==> src/rtl/flu_wb_arbiter.sv <==
// Writeback arbiter: per-channel result FIFOs drained round-robin onto registered scoreboard ports.
// Build option FLU_WB_ARB_PERF_EN adds a saturating stall counter output (stall_cnt_o).

module flu_wb_arbiter #(
  parameter int unsigned NR_CH       = 4,
  parameter int unsigned NR_WB_PORTS = 2,
  parameter int unsigned FIFO_DEPTH  = 2,
  parameter int unsigned DATA_W      = 64,
  parameter int unsigned TRANS_ID_W  = 3
) (
  input  logic                                     clk_i,
  input  logic                                     rst_ni,
  input  logic                                     flush_i,
  input  logic [NR_CH-1:0]                         ch_valid_i,
  output logic [NR_CH-1:0]                         ch_ready_o,
  input  logic [NR_CH-1:0][DATA_W-1:0]             ch_result_i,
  input  logic [NR_CH-1:0][TRANS_ID_W-1:0]         ch_trans_id_i,
  input  logic [NR_CH-1:0]                         ch_ex_valid_i,
  input  logic [NR_CH-1:0][63:0]                   ch_ex_cause_i,
  output logic [NR_WB_PORTS-1:0]                   wb_valid_o,
  output logic [NR_WB_PORTS-1:0][DATA_W-1:0]       wb_result_o,
  output logic [NR_WB_PORTS-1:0][TRANS_ID_W-1:0]   wb_trans_id_o,
  output logic [NR_WB_PORTS-1:0]                   wb_ex_valid_o,
  output logic [NR_WB_PORTS-1:0][63:0]             wb_ex_cause_o
`ifdef FLU_WB_ARB_PERF_EN
  , output logic [31:0]                            stall_cnt_o
`endif
);

  localparam int unsigned PTR_W = (FIFO_DEPTH > 1) ? $clog2(FIFO_DEPTH) : 1;
  localparam int unsigned CNT_W = $clog2(FIFO_DEPTH + 1);
  localparam int unsigned RR_W  = (NR_CH > 1) ? $clog2(NR_CH) : 1;
  localparam logic [CNT_W-1:0] DEPTH_C  = CNT_W'(FIFO_DEPTH);
  localparam logic [PTR_W-1:0] PTR_LAST = PTR_W'(FIFO_DEPTH - 1);

  if (NR_WB_PORTS < 1 || NR_WB_PORTS > NR_CH) begin : g_bad_ports
    $error("flu_wb_arbiter: NR_WB_PORTS must be within 1..NR_CH");
  end
  if (FIFO_DEPTH < 1) begin : g_bad_depth
    $error("flu_wb_arbiter: FIFO_DEPTH must be at least 1");
  end

  typedef struct packed {
    logic [DATA_W-1:0]     result;
    logic [TRANS_ID_W-1:0] trans_id;
    logic                  ex_valid;
    logic [63:0]           ex_cause;
  } entry_t;

  entry_t                         mem_q [NR_CH][FIFO_DEPTH];
  entry_t [NR_CH-1:0]             ent_in;
  logic   [NR_CH-1:0][CNT_W-1:0]  cnt_q, cnt_d;
  logic   [NR_CH-1:0][PTR_W-1:0]  rd_ptr_q, rd_ptr_d, wr_ptr_q, wr_ptr_d;
  logic   [RR_W-1:0]              rr_q, rr_d;
  logic   [NR_CH-1:0]             nonempty, push, pop;
  logic   [NR_WB_PORTS-1:0]       gnt_vld;
  logic   [NR_WB_PORTS-1:0][RR_W-1:0] gnt_ch;
  logic   [NR_WB_PORTS-1:0]       wb_valid_q, wb_valid_d;
  entry_t [NR_WB_PORTS-1:0]       wb_q, wb_d;

  function automatic logic [PTR_W-1:0] ptr_inc(input logic [PTR_W-1:0] p);
    return (p == PTR_LAST) ? '0 : p + 1'b1;
  endfunction

  // Ready looks only at registered occupancy, so a full FIFO stays not-ready while draining.
  always_comb begin
    for (int unsigned i = 0; i < NR_CH; i++) begin
      nonempty[i]   = (cnt_q[i] != '0);
      ch_ready_o[i] = (cnt_q[i] < DEPTH_C);
      ent_in[i]     = '{result:   ch_result_i[i],
                        trans_id: ch_trans_id_i[i],
                        ex_valid: ch_ex_valid_i[i],
                        ex_cause: ch_ex_cause_i[i]};
    end
  end

  always_comb begin : arbitrate
    int unsigned n;
    int unsigned idx;
    // NOTE: every comb output gets a default first, so no path can infer a latch.
    pop     = '0;
    gnt_vld = '0;
    gnt_ch  = '0;
    rr_d    = rr_q;
    n       = 0;
    for (int unsigned j = 0; j < NR_CH; j++) begin
      idx = 32'(rr_q) + j;
      if (idx >= NR_CH) idx -= NR_CH;
      if (nonempty[idx] && n < NR_WB_PORTS) begin
        pop[idx]   = 1'b1;
        gnt_vld[n] = 1'b1;
        gnt_ch[n]  = RR_W'(idx);
        rr_d       = (idx == NR_CH - 1) ? '0 : RR_W'(idx + 1);
        n++;
      end
    end
  end

  always_comb begin : fifo_next
    for (int unsigned i = 0; i < NR_CH; i++) begin
      push[i]     = ch_valid_i[i] & ch_ready_o[i] & ~flush_i;
      wr_ptr_d[i] = push[i] ? ptr_inc(wr_ptr_q[i]) : wr_ptr_q[i];
      rd_ptr_d[i] = pop[i]  ? ptr_inc(rd_ptr_q[i]) : rd_ptr_q[i];
      cnt_d[i]    = cnt_q[i] + CNT_W'(push[i]) - CNT_W'(pop[i]);
    end
    for (int unsigned k = 0; k < NR_WB_PORTS; k++) begin
      wb_valid_d[k] = gnt_vld[k];
      wb_d[k]       = gnt_vld[k] ? mem_q[gnt_ch[k]][rd_ptr_q[gnt_ch[k]]] : '0;
    end
  end

  // NOTE: the payload array has no reset; the occupancy counters alone say which slots are live.
  always_ff @(posedge clk_i) begin
    for (int unsigned i = 0; i < NR_CH; i++) begin
      if (push[i]) mem_q[i][wr_ptr_q[i]] <= ent_in[i];
    end
  end

  // NOTE: sequential state uses <= so every flop samples pre-edge values.
  always_ff @(posedge clk_i or negedge rst_ni) begin
    if (!rst_ni) begin
      cnt_q      <= '0;
      rd_ptr_q   <= '0;
      wr_ptr_q   <= '0;
      rr_q       <= '0;
      wb_valid_q <= '0;
      wb_q       <= '0;
    end else if (flush_i) begin
      cnt_q      <= '0;
      rd_ptr_q   <= '0;
      wr_ptr_q   <= '0;
      rr_q       <= '0;
      wb_valid_q <= '0;
      wb_q       <= '0;
    end else begin
      cnt_q      <= cnt_d;
      rd_ptr_q   <= rd_ptr_d;
      wr_ptr_q   <= wr_ptr_d;
      rr_q       <= rr_d;
      wb_valid_q <= wb_valid_d;
      wb_q       <= wb_d;
    end
  end

  always_comb begin
    wb_valid_o = wb_valid_q;
    for (int unsigned k = 0; k < NR_WB_PORTS; k++) begin
      wb_result_o[k]   = wb_q[k].result;
      wb_trans_id_o[k] = wb_q[k].trans_id;
      wb_ex_valid_o[k] = wb_q[k].ex_valid;
      wb_ex_cause_o[k] = wb_q[k].ex_cause;
    end
  end

`ifdef FLU_WB_ARB_PERF_EN
  logic [31:0] stall_cnt_q;
  logic        stall;

  // A stall is a waiting head that lost arbitration, or a producer held off by a full FIFO.
  assign stall       = (|(nonempty & ~pop)) | (|(ch_valid_i & ~ch_ready_o));
  assign stall_cnt_o = stall_cnt_q;

  always_ff @(posedge clk_i or negedge rst_ni) begin
    if (!rst_ni)                          stall_cnt_q <= '0;
    else if (flush_i)                     stall_cnt_q <= '0;
    else if (stall && stall_cnt_q != '1)  stall_cnt_q <= stall_cnt_q + 32'd1;
  end
`endif

endmodule
==> config.mk <==
export PLATFORM = sky130hd
export DESIGN_NAME = flu_wb_arbiter
export DESIGN_NICKNAME = d
export VERILOG_FILES = /design/src/rtl/flu_wb_arbiter.sv
export SDC_FILE = /design/constraint.sdc
export NUM_CORES = 2
export LEC_CHECK = 0
export CORE_MARGIN = 10
export CORE_UTILIZATION = 57
export CTS_BUF_LIST = sky130_fd_sc_hd__clkbuf_4
export CTS_CLUSTER_SIZE = 14
export DETAILED_ROUTE_END_ITERATION = 16
export DONT_BUFFER_PORTS = 1
export PLACE_DENSITY_LB_ADDON = 0.12
export SYNTH_ARGS = -nofsm -noshare
export SYNTH_HDL_FRONTEND = slang
export SYNTH_SLANG_ARGS = --single-unit
==> constraint.sdc <==
create_clock -name clk_i -period 7.4 [get_ports clk_i]
set_input_delay 0.74 -clock clk_i [delete_from_list [all_inputs] [get_ports clk_i]]
set_output_delay 0.74 -clock clk_i [all_outputs]
set_load 0.02 [all_outputs]
==> qor.csv <==
metric;value;unit
Slew headroom;20.5;%
final WL;198000;um
post-synthesis mux area share;14.2;%
crit path DAT;7280;ps
Synth Area in Simple Gates;3.88;%
routed length per instance;30.0;um
Chip Width;343;um
clk_lat worst skew;1290;ps
Worst Hold Class;primary input to async pin;
Setup violations, final;0;
Final ANT Viol Nets;0;
Setup WS pre-CTS;1240;ps
root buffer cell;clkbuf_4;
Fmax;0.160;GHz
crit path time final;6250;ps
largest net degree at the start of global routing;285;
slowest stage delay, CP;750;ps
Synth Area in Compound Gates;13.5;%
DRT Pass-1 Iters;6;
GRT Residual Overflow;0;
TNS Setup;0;ps
mapped cell area;59600;sq um
Final Hold Viols;0;
CTS Sinks;1340;
die area;118000;sq um
Unique masters post-synth;44;
Bufs on Longest Clock Path;4;
TritonCTS clock tree;built;
initial antenna violation count;77;
Die Y;343;um
R2R Setup Slk;1150;ps
num rows;118;
Initial Utilization;57.5;%
area post-placement;60800;sq um
vias per cell;6.47;
commonest non-fill, non-tap cells in the layout;edfxtp_1, nand2_1, mux2i_1, dlygate4sd3_1, clkbuf_4;
worst slew pin tran;1190;ps
GP Congestion;0.890;
Avg Inst Size Synth;14.0;sq um
Ports;805;
Setup Skew;139;ps
Critical Path Start Type;register;
Yosys warnings;0;
Synth-to-Final Area Change;18.9;%
Synth Instances;4252;
largest family of logic cells by synthesized area;multiplexers;
Core Area;104000;sq um
cts bufs inserted;351;
Synth Net Count;4806;
fin area;70900;sq um
async set-reset flop share out of synthesis;21.2;%
sequential share of the synthesized area;65.1;%
Crit-path slowest cell;dfrtp_1;
setup ws final;1150;ps
maxcap violations;0;
status;completed;
layout cells sized above 1;19.3;%
Slew Limit Fails;0;
adder-cell share of the synthesized area;0.399;%
post-synthesis register bit count;1340;
crit path capture type;register;
Synth Flop Type;edfxtp_1;
input/output buffers;0;
NumNets Final;5399;
total track usage;32.5;%
first-pass GRT wire length;286000;um
Starting DRT DRC Count;4528;
most common cell after layout, fill and taps aside;edfxtp_1;
total setup buffers inserted after CTS;0;
fin crit share;84.4;%
number of flops mapped to enable cells by yosys;1056;
crit path cell chain;inv_1 > ha_1 > mux4_2 > inv_1 > ha_1 > a2111oi_0 > o21ai_1 > a31oi_4 > buf_4 > mux2i_1 > mux2_8 > buf_4 > a221oi_1 > o21a_1;
hpwl dp;115000;um
# DRC;0;
via count;42600;
RSZ-0062 raised after global routing;false;
CP Max Fanout;51;
Reg clk slew, reported paths;70;ps
H-tree depth;5;
CP Class;register to register;
number of global-route vias before repair;44000;
Worst Path Required;8430;ps
XOR/XNOR Fraction of Synth Area;0.250;%
[kinds of logic after synthesis]
family,Yosys count
flops,1340
buf+inv,378
simple gates,598
fa+ha+maj,19
compound gates,1093
mux,807
xor+xnor,17
[per-layer routing]
layer  vias to the layer above  global-route usage (%)  wire (um)
met3                       630                    8.67      20200
met4                        28                    19.5      10600
li1                      18000                       -          -
met5                         -                       0        166
met1                     21200                    39.6      71900
met2                      2771                    52.0      94600
[worst max-delay path, delay by kind of cell, from the launching register on]
family / cells / cell delay (ps)
buf+inv: 4 / 1610
mux: 3 / 1570
compound gates: 5 / 1210
fa+ha+maj: 2 / 950
flops: 1 / 750
[metrics by stage]
step | util [%] | cells | hold WS, ps
after floorplan | - | 4252 | 444
after CTS | 68.1 | 6495 | 0.824
after detailed placement | 58.6 | 5335 | 463
after global routing | 68.3 | 6562 | -6.90
final | 68.4 | 6585 | 119
after global placement | 58.6 | 5335 | 459
[timing repair]
action                    4_1_cts  5_1_grt
resized for setup               0        0
hold endpoints to repair     1414        0
hold buffers                  535        0
[final timing paths]
kind / startpoint / end / depth (start not counted)
max in group asynchronous: rst_ni / wb_ex_cause_o[2] / 3
min in group clk_i: ch_result_i[157] / mem_q[2][97] / 1
max: rr_q[0] / wb_result_o[121] / 14
max reg2reg: rr_q[0] / wb_result_o[121] / 14
min reg2reg: rd_ptr_q[1] / rd_ptr_q[1] / 2
min: rst_ni / wb_ex_cause_o[45] / 2
[flip-flops by register name (all words and copies together), names as in the netlist]
register,flops
wb_ex_valid_o,2
wr_ptr_q,4
wb_ex_cause_o,128
rd_ptr_q,4
wb_trans_id_o,6
cnt_q,8
rr_q,2
wb_result_o,128
mem_q,1056
wb_valid_o,2
[cell usage after synthesis, types with 2 or more instances]
cell type / n / area [sq um]
o21ai_1: 2 / 10.0
a222oi_1: 3 / 30.0
a21oi_1: 404 / 2020
buf_4: 11 / 82.6
dfrtp_1: 284 / 7110
mux2_2: 267 / 3010
o21a_1: 134 / 1010
a31o_2: 3 / 26.3
a221oi_1: 184 / 1610
buf_1: 25 / 93.8
o31ai_1: 2 / 15.0
o21ai_0: 6 / 30.0
ha_1: 19 / 238
o211ai_1: 266 / 2000
nand2_1: 540 / 2030
edfxtp_1: 1056 / 31700
and2_1: 4 / 25.0
a31oi_1: 2 / 12.5
or2_2: 2 / 12.5
nor2b_1: 8 / 50.1
nor2_1: 30 / 113
a221oi_2: 80 / 1200
nand3_1: 5 / 25.0
buf_2: 109 / 546
inv_1: 18 / 67.6
clkbuf_1: 214 / 803
mux2i_1: 536 / 5370
a2111oi_0: 2 / 17.5
xnor2_1: 16 / 140
nand2b_1: 4 / 25.0
mux4_2: 3 / 67.6
[final cells by class]
type,count,area (sq um)
clock inverters,99,494
flip-flops and latches,1340,38800
multi-input cells,2534,19400
clock buffers,526,3950
fillers,7157,32800
repair buffers,600,6230
inverters,18,67.6
well taps,1380,1730
diodes,88,220
Power is left out: the tool's default activity adds up to more than one toggle a clock period on the data nets, which glitch-free logic cannot reach.
